**src/rtl/mips_fifoarb.sv**
```systemverilog
// rtl/mips_fifoarb.sv - round-robin FIFO write-port arbiter with locked bursts and forced release
// Optional per-requester ack counters: define MIPS_FIFOARB_STATS_EN.
module mips_fifoarb #(
    parameter int S_WORD       = 8,
    parameter int S_ID         = 2,
    parameter int LOCK_TIMEOUT = 15,
    localparam int N           = 1 << S_ID
) (
    input  logic                   clk,
    input  logic                   rst,
    input  logic [N-1:0]           req,
    input  logic [N*S_WORD-1:0]    req_data,
    input  logic [N-1:0]           req_last,
    output logic [N-1:0]           ack,
    input  logic                   fifo_full,
    output logic                   fifo_wr_en,
    output logic [S_ID+S_WORD-1:0] fifo_wr_data,
`ifdef MIPS_FIFOARB_STATS_EN
    input  logic [S_ID-1:0]        stat_sel,
    output logic [15:0]            stat_cnt,
`endif
    output logic                   locked,
    output logic [S_ID-1:0]        owner
);

    typedef enum logic {
        ST_IDLE   = 1'b0,
        ST_LOCKED = 1'b1
    } state_t;

    localparam logic [7:0] TMO_MAX = 8'(LOCK_TIMEOUT - 1);

    state_t          state_q, state_d;
    logic [S_ID-1:0] rr_ptr_q, rr_ptr_d;
    logic [S_ID-1:0] owner_q, owner_d;
    logic [7:0]      idle_cnt_q, idle_cnt_d;

    logic            sel_valid;
    logic [S_ID-1:0] sel_id;
    logic [S_ID-1:0] scan_idx;
    logic            xfer;

    // Scan from the highest offset down so the closest requester to rr_ptr wins.
    always_comb begin
        sel_valid = 1'b0;
        sel_id    = rr_ptr_q;
        scan_idx  = rr_ptr_q;
        if (state_q == ST_LOCKED) begin
            sel_id    = owner_q;
            sel_valid = req[owner_q];
        end else begin
            for (int k = N - 1; k >= 0; k--) begin
                scan_idx = rr_ptr_q + S_ID'(k);
                if (req[scan_idx]) begin
                    sel_valid = 1'b1;
                    sel_id    = scan_idx;
                end
            end
        end
    end

    assign xfer         = sel_valid && !fifo_full && !rst;
    assign fifo_wr_en   = xfer;
    assign fifo_wr_data = {sel_id, req_data[sel_id*S_WORD +: S_WORD]};
    assign locked       = (state_q == ST_LOCKED) && !rst;
    assign owner        = owner_q;

    always_comb begin
        ack = '0;
        if (xfer) begin
            ack[sel_id] = 1'b1;
        end
    end

    always_comb begin
        state_d    = state_q;
        rr_ptr_d   = rr_ptr_q;
        owner_d    = owner_q;
        idle_cnt_d = idle_cnt_q;
        case (state_q)
            ST_IDLE: begin
                if (xfer) begin
                    owner_d = sel_id;
                    if (req_last[sel_id]) begin
                        rr_ptr_d = sel_id + 1'b1;
                    end else begin
                        idle_cnt_d = '0;
                        state_d    = ST_LOCKED;
                    end
                end
            end
            ST_LOCKED: begin
                if (xfer) begin
                    idle_cnt_d = '0;
                    if (req_last[owner_q]) begin
                        rr_ptr_d = owner_q + 1'b1;
                        state_d  = ST_IDLE;
                    end
                end else if (idle_cnt_q == TMO_MAX) begin
                    rr_ptr_d   = owner_q + 1'b1;
                    idle_cnt_d = '0;
                    state_d    = ST_IDLE;
                end else begin
                    idle_cnt_d = idle_cnt_q + 8'd1;
                end
            end
            default: state_d = ST_IDLE;
        endcase
    end

    always_ff @(posedge clk) begin
        if (rst) begin
            state_q    <= ST_IDLE;
            rr_ptr_q   <= '0;
            owner_q    <= '0;
            idle_cnt_q <= '0;
        end else begin
            state_q    <= state_d;
            rr_ptr_q   <= rr_ptr_d;
            owner_q    <= owner_d;
            idle_cnt_q <= idle_cnt_d;
        end
    end

`ifdef MIPS_FIFOARB_STATS_EN
    logic [15:0] stat_q [N];

    always_ff @(posedge clk) begin
        if (rst) begin
            for (int i = 0; i < N; i++) begin
                stat_q[i] <= '0;
            end
        end else begin
            for (int i = 0; i < N; i++) begin
                if (ack[i] && stat_q[i] != 16'hFFFF) begin
                    stat_q[i] <= stat_q[i] + 16'd1;
                end
            end
        end
    end

    assign stat_cnt = stat_q[stat_sel];
`endif

endmodule

```
**config.mk**
```make
export PLATFORM = sky130hd
export DESIGN_NAME = mips_fifoarb
export DESIGN_NICKNAME = d
export VERILOG_FILES = /design/src/rtl/mips_fifoarb.sv
export SDC_FILE = /design/constraint.sdc
export NUM_CORES = 1
export LEC_CHECK = 0
export CORE_UTILIZATION = 37
export DETAILED_ROUTE_END_ITERATION = 10
export GPL_TIMING_DRIVEN = 0
export PLACE_DENSITY = 0.84
export SLEW_MARGIN = 20
export SYNTH_ARGS = -nofsm -noshare
export SYNTH_HDL_FRONTEND = slang
export SYNTH_SLANG_ARGS = --single-unit
```
**constraint.sdc**
```tcl
create_clock -name clk -period 5 [get_ports clk]
set_input_delay 0.75 -clock clk [delete_from_list [all_inputs] [get_ports clk]]
set_output_delay 0.75 -clock clk [all_outputs]
set_load 0.01 [all_outputs]
```
---- Word level (Yosys, flattened, before mapping) ----
Index checks and enable logic that the tools add are counted.
word-level totals
  flip-flop bits (word level) ............. 13
  word-level logic and storage cells ...... 78
cells by class
  muxes and demuxes ....................... 44
  shift-type cells ........................ 1
  add/subtract/negate cells ............... 6
  eq/ne operators ......................... 6
  reduce and logical (&&, ||, !) cells .... 9
  order comparisons ....................... 7
  bitwise logic cells ..................... 1
operators by type and width
  kind                                                                number
  2-to-1 mux 8 bit                                                    4
  variable part select 32 x 6 -> 8 bit                                1
  2-to-1 mux 2 bit                                                    10
  < comparator 2 x 3 -> 1 bit (second input constant)                 6
  2-to-1 mux 1 bit                                                    18
  case mux 8 bit (2 select lines)                                     1
  binary-select mux 1 bit (select 2 bit)                              7
  adder 8 x 1 -> 8 bit (second input constant)                        1
  == test 8 x 4 -> 1 bit (second input constant)                      1
  adder 2 x 1 -> 2 bit (second input constant)                        3
  != test 2 bit (second input constant)                               3
  != test 3 x 2 -> 1 bit (second input constant)                      2
  adder 2 bit (second input constant)                                 2
  logical AND 1 bit                                                   4
  2-to-1 mux 4 bit                                                    1
  case mux 2 bit (2 select lines)                                     1
  AND reduction 2 bit                                                 2
  AND reduction 4 bit                                                 1
  demux 1 bit (select 2 bit)                                          1
  greater-or-equal comparator 2 x 1 -> 1 bit (second input constant)  1
  zero test 1 bit                                                     2
  case mux 1 bit (2 select lines)                                     1
  NOT 1 bit                                                           1

---- Longest topological paths before layout ----
Gate-level depths: netlist of the first run.
  depth after elaboration ................. 13
  mapped depth ............................ 9
  gate-level depth less buffers ........... 9

---- Worst setup path after synthesis of the first run ----
No wires, ideal clock.
  path type ............................... input -> output
  start ................................... input port req[0]
  end ..................................... output port ack[1]
  setup slack ............................. 1.924 ns
  stages .................................. 7
  required time ........................... 4.250 ns
  data arrival time ....................... 2.326 ns
  buffers on the path ..................... 1
  path through ............................ nor2b_1 o21a_1 o41a_4 clkinv_1 clkbuf_1 ha_1 and2_2
between the ends
  word-level cells in the longest chain between the ends .. 12
  elaborated cells between the ends (all ways) .. 28
  those cells by class .................... order compare (2); mux (23); reduce/logical (3)
ends and longest elaborated chain
  what                                                                                                                    line  RTL
  from (decl)                                                                                                             11    input logic [N-1:0] req,
  binary-select mux 1 bit (select 2 bit)                                                                                  54    if (req[scan_idx]) begin
  2-to-1 mux 1 bit (implied by the code)                                                                                  54
  2-to-1 mux 2 bit (3 in a row)                                                                                           54
  2-to-1 mux 2 bit *                                                                                                      54
  2-to-1 mux 2 bit *                                                                                                      48    if (state_q == ST_LOCKED) begin
  via fifo_wr_data[8]                                                                                                     17    output logic [S_ID+S_WORD-1:0] fifo_wr_data,
  < comparator 2 x 3 -> 1 bit (implied by the code) / greater-or-equal comparator 2 x 1 -> 1 bit (equally long branches)  71    ack[sel_id] = 1'b1;
  logical AND 1 bit (implied by the code)                                                                                 71
  2-to-1 mux 1 bit (implied by the code)                                                                                  71
  demux 1 bit (select 2 bit) *                                                                                            71
  2-to-1 mux 4 bit *                                                                                                      70    if (xfer) begin
  to (decl)                                                                                                               14    output logic [N-1:0] ack,
Mark *: on every way through the listed nets, which the timed path passes. The rest lies on a longest branch. The select of a mux whose other input is x is not followed.

---- Worst setup path in the final report of the first run ----
  start ................................... input port req[2]
  end ..................................... output port ack[1]
between the ends
  word-level cells in the longest chain between the ends .. 12
  elaborated cells between the ends (all ways) .. 28
  those cells by class .................... order compare (2); mux (23); reduce/logical (3)
ends and longest elaborated chain
  what                                                                                                                    line
  binary-select mux 1 bit (select 2 bit)                                                                                  54
  2-to-1 mux 1 bit (implied by the code)                                                                                  54
  2-to-1 mux 2 bit (4 in a row)                                                                                           54
  2-to-1 mux 2 bit                                                                                                        48
  < comparator 2 x 3 -> 1 bit (implied by the code) / greater-or-equal comparator 2 x 1 -> 1 bit (equally long branches)  71
  logical AND 1 bit (implied by the code)                                                                                 71
  2-to-1 mux 1 bit (implied by the code)                                                                                  71
  demux 1 bit (select 2 bit)                                                                                              71
  2-to-1 mux 4 bit *                                                                                                      70
Every way passes the cells marked *; elsewhere a longest branch is shown, timed or not. The select of a mux whose other input is x is not followed.

==> results by group, run 1 <==
Final layout
  • Diode count: 0
  • Layout Cell Area excl Fill: about 2000 um2
  • Area Growth Syn to Fin: 52.5%
  • NumNets Final: roughly 270
  • Share of cells above drive strength 1: 0.101

Critical path
  • R2R setup slack: 2.58 ns
  • Crit-path cells: clkdlybuf4s50_1, nor2_1, a211oi_1, o41a_4, clkinv_1, clkbuf_1, ha_1, and2_2, clkdlybuf4s50_1
  • Max FO, Critical Path: 12
  • Critical path startpoint category: input port
  • Critical path required time: approximately 4.3 ns
  • Slowest cell on crit path: clkdlybuf4s50_1
  • CP max stage delay: around 0.6 ns
  • WS Path Type: input port to output pin
  • Critical Path AT: 3.62 ns
  • CP dominant cell by count: clkdlybuf4s50_1
  • CP endpoint kind: output pin

Placed design
  • Number of port buffers: just under 60
  • Hpwl dp: 2.86 mm
  • GPL Wtd Cong: 0.886
  • DP Area: just under 2000 um2
  • Post-Place Setup Slack: 0.648 ns

Routing
  • DR vias/cell: 5.26
  • Wire length per cell: between 10 and 15 um
  • Vias: between 1000 and 1500
  • Drt pass-1 iters: 4
  • 1st-iter DRT viols: 50
  • DRT antenna net count: 0
  • DRT Wirelength: ~3.5 mm
  • # DRC: 0

STA
  • Fin. max-slew vios: 0
  • Minimum clock period: roughly 4.4 ns
  • Relative slew margins: 0.649
  • Clk_skew: between 0.0015 and 0.002 ns
  • Setup violations, final: 0
  • Final worst path period share: 0.874
  • Setup TNS: 0 ns
  • Worst setup margin: ~0.63 ns
  • FMAX: around 230 MHz
  • Fin. Hold Viols: 0
  • Worst Tran Pin Value: 0.527 ns
  • Unrepaired setup endpoints after global routing: false
  • Hold_ws: 0.496 ns

Clock network
  • Post-CTS setup buffer count: 0
  • H-tree level count: 1
  • CTS Root Cell: clkbuf_4
  • Worst-path clk slew: about 0.070 ns
  • Hold Buf Count CTS: 0
  • CTS sink cnt: 13
  • Post-cts resize count: 0
  • Later-pin clock latency in the skew report: 0.28 ns
  • CTS tree: done
  • Clk buf depth: 2
  • Cts bufs inserted: 3

Synthesis
  • EDFF count, synth: 0
  • Post-Syn Nets: about 200
  • Seq cells post-synth: 13
  • Post-synth top area share: 0.204
  • Synth warn: 0
  • Post-synthesis cell count: approximately 150
  • Sequential area share after synthesis: 0.204
  • Cell with the most instances after synthesis: a21oi_1
  • Synth cell types: 39
  • Synth area leader: dfxtp_1
  • Mapped Area: about 1300 um2
  • Post-synth ARST share: 0
  • Synth top area cells: dfxtp_1, mux2i_1, a21oi_1
  • Synth top cells by count: a21oi_1, dfxtp_1, nor2_1, mux2i_1, nand2_1
  • Syn Area/Cell: a little over 8 um2
  • Leading register cell type out of synthesis: dfxtp_1

Floorplan
  • Die area: ~3700 um2
  • Die W: approximately 61 um
  • Die span in y: 60.8 um
  • Io pins: 61
  • Initial core utilization: 0.406
  • Core box area: roughly 3200 um2
  • Rows: 20

Global route
  • First-pass GRT wire length: approximately 5.6 mm
  • Gr ovfl total: 0
  • Tot GR Track Use: 0.206
  • Vias in the first global route: 1234
  • Initial antenna violation count: 0
  • Largest net degree at the start of global routing: 13

Pwr
  • Internal: between 0.2 and 0.25 mW
  • Combinational power share: 0.526
  • Leakage power: just over 0.7 nW
  • Clock network fraction of total power: 0.176
  • VDD IR max: approximately 0.16 mV
  • NetSw: around 0.13 mW
  • Net Sw Frac: 0.344
  • Pwr/cell area: 190 nW/um2
  • Sequential share of power: 0.298

Job
  • Max Cap Violations: 0

Status
  • Status: complete, no violations

Worst hold path
  • Min-delay worst type: register to register
cells by family after synthesis:
group,Yosys count,share of synthesized area
DFF,13,0.204
buffers and inverters,11,0.0352
and+or+nand+nor,62,0.262
AOI/OAI and AO/OA,48,0.307
adders and majority gates,6,0.0587
muxes,14,0.133
per-layer routing:
metal	share of wire	global-route usage	wire length, um
met5	0	0	0
met4	0.028	0.0877	101
met3	0.047	0.0512	167
met2	0.49	0.334	1740
met1	0.43	0.259	1540
layout by cell type, fill, tap and decap left out, types with 2 or more instances in the layout:
cell type,netlist,final
nor2_1,12,12
a21oi_1,18,18
o21ai_0,3,3
clkinv_1,3,3
a41oi_1,2,2
clkdlybuf4s50_1,0,59
nand3_1,3,3
a2111oi_4,2,2
nor2b_1,3,3
clkbuf_4,0,3
ha_1,6,6
dfxtp_1,13,13
mux2i_1,11,11
and2_1,8,8
nand2b_1,7,7
and2_2,5,5
and3_1,4,4
nor4_1,3,3
a211oi_1,9,9
a311oi_1,6,6
clkbuf_1,4,5
buf_2,3,3
nand2_1,11,11
path summary, 6_finish.rpt:
kind | startpoint | to | depth (start not counted)
setup reg to reg | rr_ptr_q[1] | rr_ptr_q[1] | 8
setup / recovery | req[2] | ack[1] | 9
hold / removal | idle_cnt_q[7] | idle_cnt_q[7] | 1
hold reg to reg | idle_cnt_q[7] | idle_cnt_q[7] | 1
power by group through the flow:
stage	clock [mW]	sequential, mW	combinational, mW
4_1_cts	0.0685	0.110	0.195
2_1_floorplan	0	0.112	0.105
3_5_place_dp	0	0.113	0.195
3_3_place_gp	0	0.113	0.193
6_report	0.0651	0.110	0.194
5_1_grt	0.0728	0.111	0.212
through the flow:
stage | power (mW) | utilization | instances
6_report | 0.370 | 0.619 | 261
3_5_place_dp | 0.308 | 0.610 | 257
4_1_cts | 0.374 | 0.619 | 261
5_1_grt | 0.396 | 0.619 | 261
3_3_place_gp | 0.305 | 0.610 | 257
2_1_floorplan | 0.217 | - | 154
state kept, by name, summed over array words and instances, names as in the netlist:
| register | count |
|---|---|
| owner | 2 |
| state_q | 1 |
| idle_cnt_q | 8 |
| rr_ptr_q | 2 |
worst max-delay path: cells and delay by family:
| family | cells | cell delay, ns |
|---|---|---|
| buf+inv | 4 | 1.61 |
| simple gates | 2 | 0.25 |
| fa+ha+maj | 1 | 0.27 |
| compound gates | 2 | 0.73 |
layout make-up:
type | instances | area [um2]
Multi-Input combinational cell | 130 | 973
Sequential cell | 13 | 260
Timing Repair Buffer | 59 | 591
Clock buffer | 4 | 26.3
Buffer | 7 | 30.0
Fill cell | 275 | 1200
Tap cell | 44 | 55.1
Inverter | 4 | 15.0
No activity file was read; power rests on OpenSTA's default activity.
==> run 2: changes to the inputs <==
Settings changed: DONT_BUFFER_PORTS set to 1, PLACE_DENSITY 0.84 to 0.61.
==> results by group, run 2 (synthesis results as in run 1) <==
Routing
  • DRT antenna net count: 0 (unchanged)
  • Drt pass-1 iters: 4 (unchanged)
  • # DRC: 0 (unchanged)
  • Vias: 1200 (was 1372)
  • DR vias/cell: 5.94 (was 5.26)
  • Wire length per cell: 15.7 um (was 13.6 um)
  • 1st-iter DRT viols: 61 (was 50)
  • DRT Wirelength: 3.18 mm (was 3.55 mm)

Final layout
  • Layout Cell Area excl Fill: 1360 um2 (was 1950 um2)
  • Diode count: 0 (unchanged)
  • Filler cells: 349 (was 275)
  • Final Util: 0.431 (was 0.619)
  • Most flop-heavy register: idle_cnt_q (unchanged)
  • Most common cell after layout, fill and taps aside: a21oi_1 (was clkdlybuf4s50_1)
  • Largest register FFs: 8 (unchanged)
  • Share of cells above drive strength 1: 0.139 (was 0.101)
  • Most frequent cells in the layout: a21oi_1, dfxtp_1, nor2_1 (was clkdlybuf4s50_1, a21oi_1, dfxtp_1)
  • Non-Filler Instances: 202 (was 261)
  • Area Growth Syn to Fin: 6.36% (was 52.5%)
  • NumNets Final: 208 (was 267)

Placed design
  • Hpwl dp: 2.52 mm (was 2.86 mm)
  • Number of port buffers: 0 (was 59)
  • DP Area: 1330 um2 (was 1920 um2)
  • Placed cells: 198 (was 257)
  • Post-Place Setup Slack: 1.59 ns (was 0.648 ns)
  • GPL Wtd Cong: 0.894 (was 0.886)

Pwr
  • Leakage power: 0.494 nW (was 0.721 nW)
  • VDD IR max: 0.100 mV (was 0.163 mV)
  • Pwr/cell area: 222 nW/um2 (was 190 nW/um2)
  • Total power: 0.301 mW (was 0.370 mW)

STA
  • Hold_ws: 0.497 ns (was 0.496 ns)
  • Setup violations, final: 0 (unchanged)
  • Worst setup margin: 1.55 ns (was 0.628 ns)
  • Worst Tran Pin Value: 0.662 ns (was 0.527 ns)
  • Fin. max-slew vios: 0 (unchanged)
  • Minimum clock period: 3.45 ns (was 4.37 ns)
  • Relative slew margins: 0.559 (was 0.649)
  • Final worst path period share: 0.689 (was 0.874)
  • Setup TNS: 0 ns (unchanged)
  • FMAX: 290 MHz (was 229 MHz)
  • Fin. Hold Viols: 0 (unchanged)
  • Unrepaired setup endpoints after global routing: false (unchanged)
  • Clk_skew: 0.00650 ns (was 0.00190 ns)

Critical path
  • CP max stage delay: 0.43 ns (was 0.60 ns)
  • Crit-path cells: or3_1, nand4b_1, a21oi_1, a21oi_2, clkinv_1, ha_1, and2_2 (was clkdlybuf4s50_1, nor2_1, a211oi_1, o41a_4, clkinv_1, clkbuf_1, ha_1, and2_2, clkdlybuf4s50_1)
  • Critical Path AT: 2.70 ns (was 3.62 ns)
  • WS Path Type: input port to output pin (unchanged)
  • Critical path startpoint category: input port (unchanged)
  • CP endpoint kind: output pin (unchanged)
  • Max FO, Critical Path: 11 (was 12)
  • Critical path required time: 4.25 ns (about the same)
  • Slowest cell on crit path: clkinv_1 (was clkdlybuf4s50_1)

Floorplan
  • Die area: 3690 um2 (unchanged)
  • Initial core utilization: 0.406 (unchanged)
  • Die W: 60.8 um (unchanged)
  • Core box area: 3150 um2 (unchanged)
  • Die span in y: 60.8 um (unchanged)
  • Rows: 20 (unchanged)
  • Io pins: 61 (unchanged)

Global route
  • First-pass GRT wire length: 4.73 mm (was 5.60 mm)
  • Gr ovfl total: 0 (unchanged)
  • Vias in the first global route: 1070 (was 1234)
  • Initial antenna violation count: 0 (unchanged)
  • Largest net degree at the start of global routing: 13 (unchanged)
  • Tot GR Track Use: 0.169 (was 0.206)

Clock network
  • CTS tree: done (unchanged)
  • Clk buf depth: 2 (unchanged)
  • H-tree level count: 1 (unchanged)
  • CTS Root Cell: clkbuf_4 (unchanged)
  • Worst-path clk slew: 0.08 ns (was 0.07 ns)
  • Cts bufs inserted: 3 (unchanged)
  • Post-cts resize count: 0 (unchanged)
  • Hold Buf Count CTS: 0 (unchanged)
  • CTS sink cnt: 13 (unchanged)
  • Post-CTS setup buffer count: 0 (unchanged)
  • Later-pin clock latency in the skew report: 0.28 ns (about the same)

Job
  • Max Cap Violations: 0 (unchanged)

Worst hold path
  • Min-delay worst type: register to register (unchanged)

Status
  • Status: complete, no violations (unchanged)
==> run 2: cell count changes in the layout (fill, tap and decap cells not counted), sizes merged <==
cell,before,now
clkdlybuf4s50,59,0
==> run 2: layer usage <==
| metal | up-vias | share of wire | track usage |
|---|---|---|---|
| met5 | - | 0 | 0 |
| met4 | 0 | 0.0079 | 0.0649 |
| met3 | 4 | 0.049 | 0.0192 |
| met2 | 38 | 0.50 | 0.275 |
| met1 | 571 | 0.44 | 0.228 |
| li1 | 587 | - | - |
==> run 2: worst paths after layout <==
path / startpoint / endpoint / slack (ns) / cells after the start
max: req[2] / ack[3] / 1.55 / 7
min: idle_cnt_q[7] / idle_cnt_q[7] / 0.50 / 1
max reg2reg: rr_ptr_q[1] / rr_ptr_q[1] / 2.44 / 8
min reg2reg: idle_cnt_q[7] / idle_cnt_q[7] / 0.50 / 1
==> run 2: power breakdown <==
| group | switching [mW] | internal (mW) |
|---|---|---|
| Sequential | 0.00394 | 0.107 |
| Clock | 0.0353 | 0.0310 |
| Combinational | 0.0779 | 0.0464 |
| Total | 0.117 | 0.184 |
==> run 2: area by class of cell <==
cell class / count / area, um2 / area share
Buffer: 7 / 30.0 / 0.0221
Clock buffer: 4 / 26.3 / 0.0193
Inverter: 4 / 15.0 / 0.0110
Multi-Input combinational cell: 130 / 973 / 0.716
Sequential cell: 13 / 260 / 0.191
Tap cell: 44 / 55.1 / 0.0405
==> run 2: worst max-delay path, delay by kind of cell <==
family	cells	cell delay (ns)
AOI/OAI and AO/OA	2	0.50
and+or+nand+nor	3	0.70
adders and majority gates	1	0.32
buffers and inverters	1	0.43
==> run 3: changes to the inputs <==
Settings changed: PLACE_DENSITY 0.61 to 0.63.
Clock period 5 ns to 2.9 ns, I/O delays scaled along.
==> results by group, run 3 (synthesis results as in run 1) <==
Status
  • Status: complete, no violations (unchanged)

Clock network
  • Clk buf depth: 2 (unchanged)
  • CTS Root Cell: clkbuf_4 (unchanged)
  • H-tree level count: 1 (unchanged)
  • Worst-path clk slew: 0.07 ns (was 0.08 ns)
  • Later-pin clock latency in the skew report: 0.27 ns (was 0.28 ns)
  • CTS sink cnt: 13 (unchanged)
  • CTS tree: done (unchanged)
  • Cts bufs inserted: 3 (unchanged)

Global route
  • Vias in the first global route: 1058 (was 1070)
  • Initial antenna violation count: 0 (unchanged)
  • First-pass GRT wire length: 4.80 mm (was 4.73 mm)
  • Gr ovfl total: 0 (unchanged)
  • Tot GR Track Use: 0.172 (was 0.169)
  • Largest net degree at the start of global routing: 13 (unchanged)

Routing
  • # DRC: 0 (unchanged)
  • 1st-iter DRT viols: 95 (was 61)
  • DRT Wirelength: 3.20 mm (was 3.18 mm)
  • DR vias/cell: 5.94 (about the same)
  • DRT antenna net count: 0 (unchanged)
  • Wire length per cell: 15.8 um (was 15.7 um)
  • Drt pass-1 iters: 4 (unchanged)
  • Vias: 1199 (was 1200)

Worst hold path
  • Min-delay worst type: register to register (unchanged)

Final layout
  • Filler cells: 348 (was 349)
  • Share of cells above drive strength 1: 0.152 (was 0.139)
  • Most flop-heavy register: idle_cnt_q (unchanged)
  • Largest register FFs: 8 (unchanged)
  • Area Growth Syn to Fin: 7.34% (was 6.36%)
  • Most common cell after layout, fill and taps aside: a21oi_1 (unchanged)
  • Non-Filler Instances: 202 (unchanged)
  • NumNets Final: 208 (unchanged)
  • Diode count: 0 (unchanged)
  • Most frequent cells in the layout: a21oi_1, dfxtp_1, nor2_1 (unchanged)

Critical path
  • WS Path Type: register to output pin (was input port to output pin)
  • Crit-path cells: a211oi_1, o41a_4, clkinv_1, clkbuf_2, ha_1, and2_2 (was or3_1, nand4b_1, a21oi_1, a21oi_2, clkinv_1, ha_1, and2_2)
  • Slowest cell on crit path: a211oi_1 (was clkinv_1)
  • Critical path required time: 2.47 ns (was 4.25 ns)
  • Max FO, Critical Path: 12 (was 11)
  • Critical path startpoint category: register (was input port)
  • Critical Path AT: 2.28 ns (was 2.70 ns)
  • CP endpoint kind: output pin (unchanged)
  • CP max stage delay: 0.45 ns (was 0.43 ns)

STA
  • Fin. Hold Viols: 0 (unchanged)
  • FMAX: 368 MHz
  • Setup TNS: 0 ns (unchanged)
  • Clk_skew: 0.00933 ns (was 0.00650 ns)
  • Worst Tran Pin Value: 0.555 ns (was 0.662 ns)
  • Fin. max-slew vios: 0 (unchanged)
  • Minimum clock period: roughly 2.7 ns
  • Relative slew margins: 0.630 (was 0.559)
  • Final worst path period share: 0.937
  • Unrepaired setup endpoints after global routing: false (unchanged)
  • Setup violations, final: 0 (unchanged)

Floorplan
  • Initial core utilization: 0.406 (unchanged)
  • Rows: 20 (unchanged)
  • Core box area: 3150 um2 (unchanged)
  • Die W: 60.8 um (unchanged)
  • Die area: 3690 um2 (unchanged)
  • Io pins: 61 (unchanged)
  • Die span in y: 60.8 um (unchanged)

Pwr
  • Pwr/cell area: 378 nW/um2 (was 222 nW/um2)
  • VDD IR max: 0.127 mV (was 0.100 mV)
  • Leakage power: 0.504 nW (was 0.494 nW)

Job
  • Max Cap Violations: 0 (unchanged)

Placed design
  • Hpwl dp: 2.60 mm (was 2.52 mm)
  • GPL Wtd Cong: 0.890 (was 0.894)
  • Placed cells: 198 (unchanged)
  • Number of port buffers: 0 (unchanged)
==> run 3: cell counts in the layout (fill, tap and decap cells not counted) <==
No cell type changed its count.
==> run 3: worst paths after layout <==
path | from | to | slack [ns] | depth (start not counted)
max | rr_ptr_q[0] | ack[3] | 0.18 | 6
min | idle_cnt_q[7] | idle_cnt_q[7] | 0.51 | 1
max reg2reg | owner[1] | rr_ptr_q[0] | 0.33 | 8
min reg2reg | idle_cnt_q[7] | idle_cnt_q[7] | 0.51 | 1
==> run 3: report_power, final <==
group | switching (mW) | internal [mW]
Sequential | 0.00734 | 0.184
Clock | 0.0564 | 0.0533
Combinational | 0.136 | 0.0826
==> run 3: routing by layer <==
metal / routed length, um / global-route usage / vias to the layer above
met5: 0 / 0 / -
met1: 1330 / 0.209 / 562
met3: 221 / 0.0448 / 4
met4: 34 / 0.0617 / 0
li1: - / - / 589
met2: 1610 / 0.294 / 44
==> run 3: final cells by class <==
cell class	count	area, um2	area share
multi-input cells	130	981	0.715
flip-flops and latches	13	260	0.190
well taps	44	55.1	0.0401
plain buffers	7	33.8	0.0246
clock buffers	4	26.3	0.0191
inverters	4	16.3	0.0119
==> run 3: repair_timing <==
action,CTS,global route
resized for setup,2,3
setup endpoints to repair,10,11
pin swaps,0,0
hold buffers,0,0
buffers inserted,0,0
==> run 3: per-stage QoR <==
stage	hold slack, ns	setup WS, ns	util	cell area [um2]	power (mW)
floorplan	0.452	0.454	-	1280	0.374
detailed placement	0.514	0.156	0.423	1330	0.411
global placement	0.475	0.208	0.423	1330	0.404
global route	0.549	0.0131	0.435	1370	0.556
CTS	0.522	0.00463	0.433	1360	0.523
finish	0.512	0.183	0.435	1370	0.520
==> run 3: critical path, delay by kind of cell, from the launching register on <==
kind / cells / cell delay (ns)
DFF: 1 / 0.34
AOI/OAI and AO/OA: 2 / 0.75
buffers and inverters: 2 / 0.49
adders and majority gates: 1 / 0.24
and+or+nand+nor: 1 / 0.19
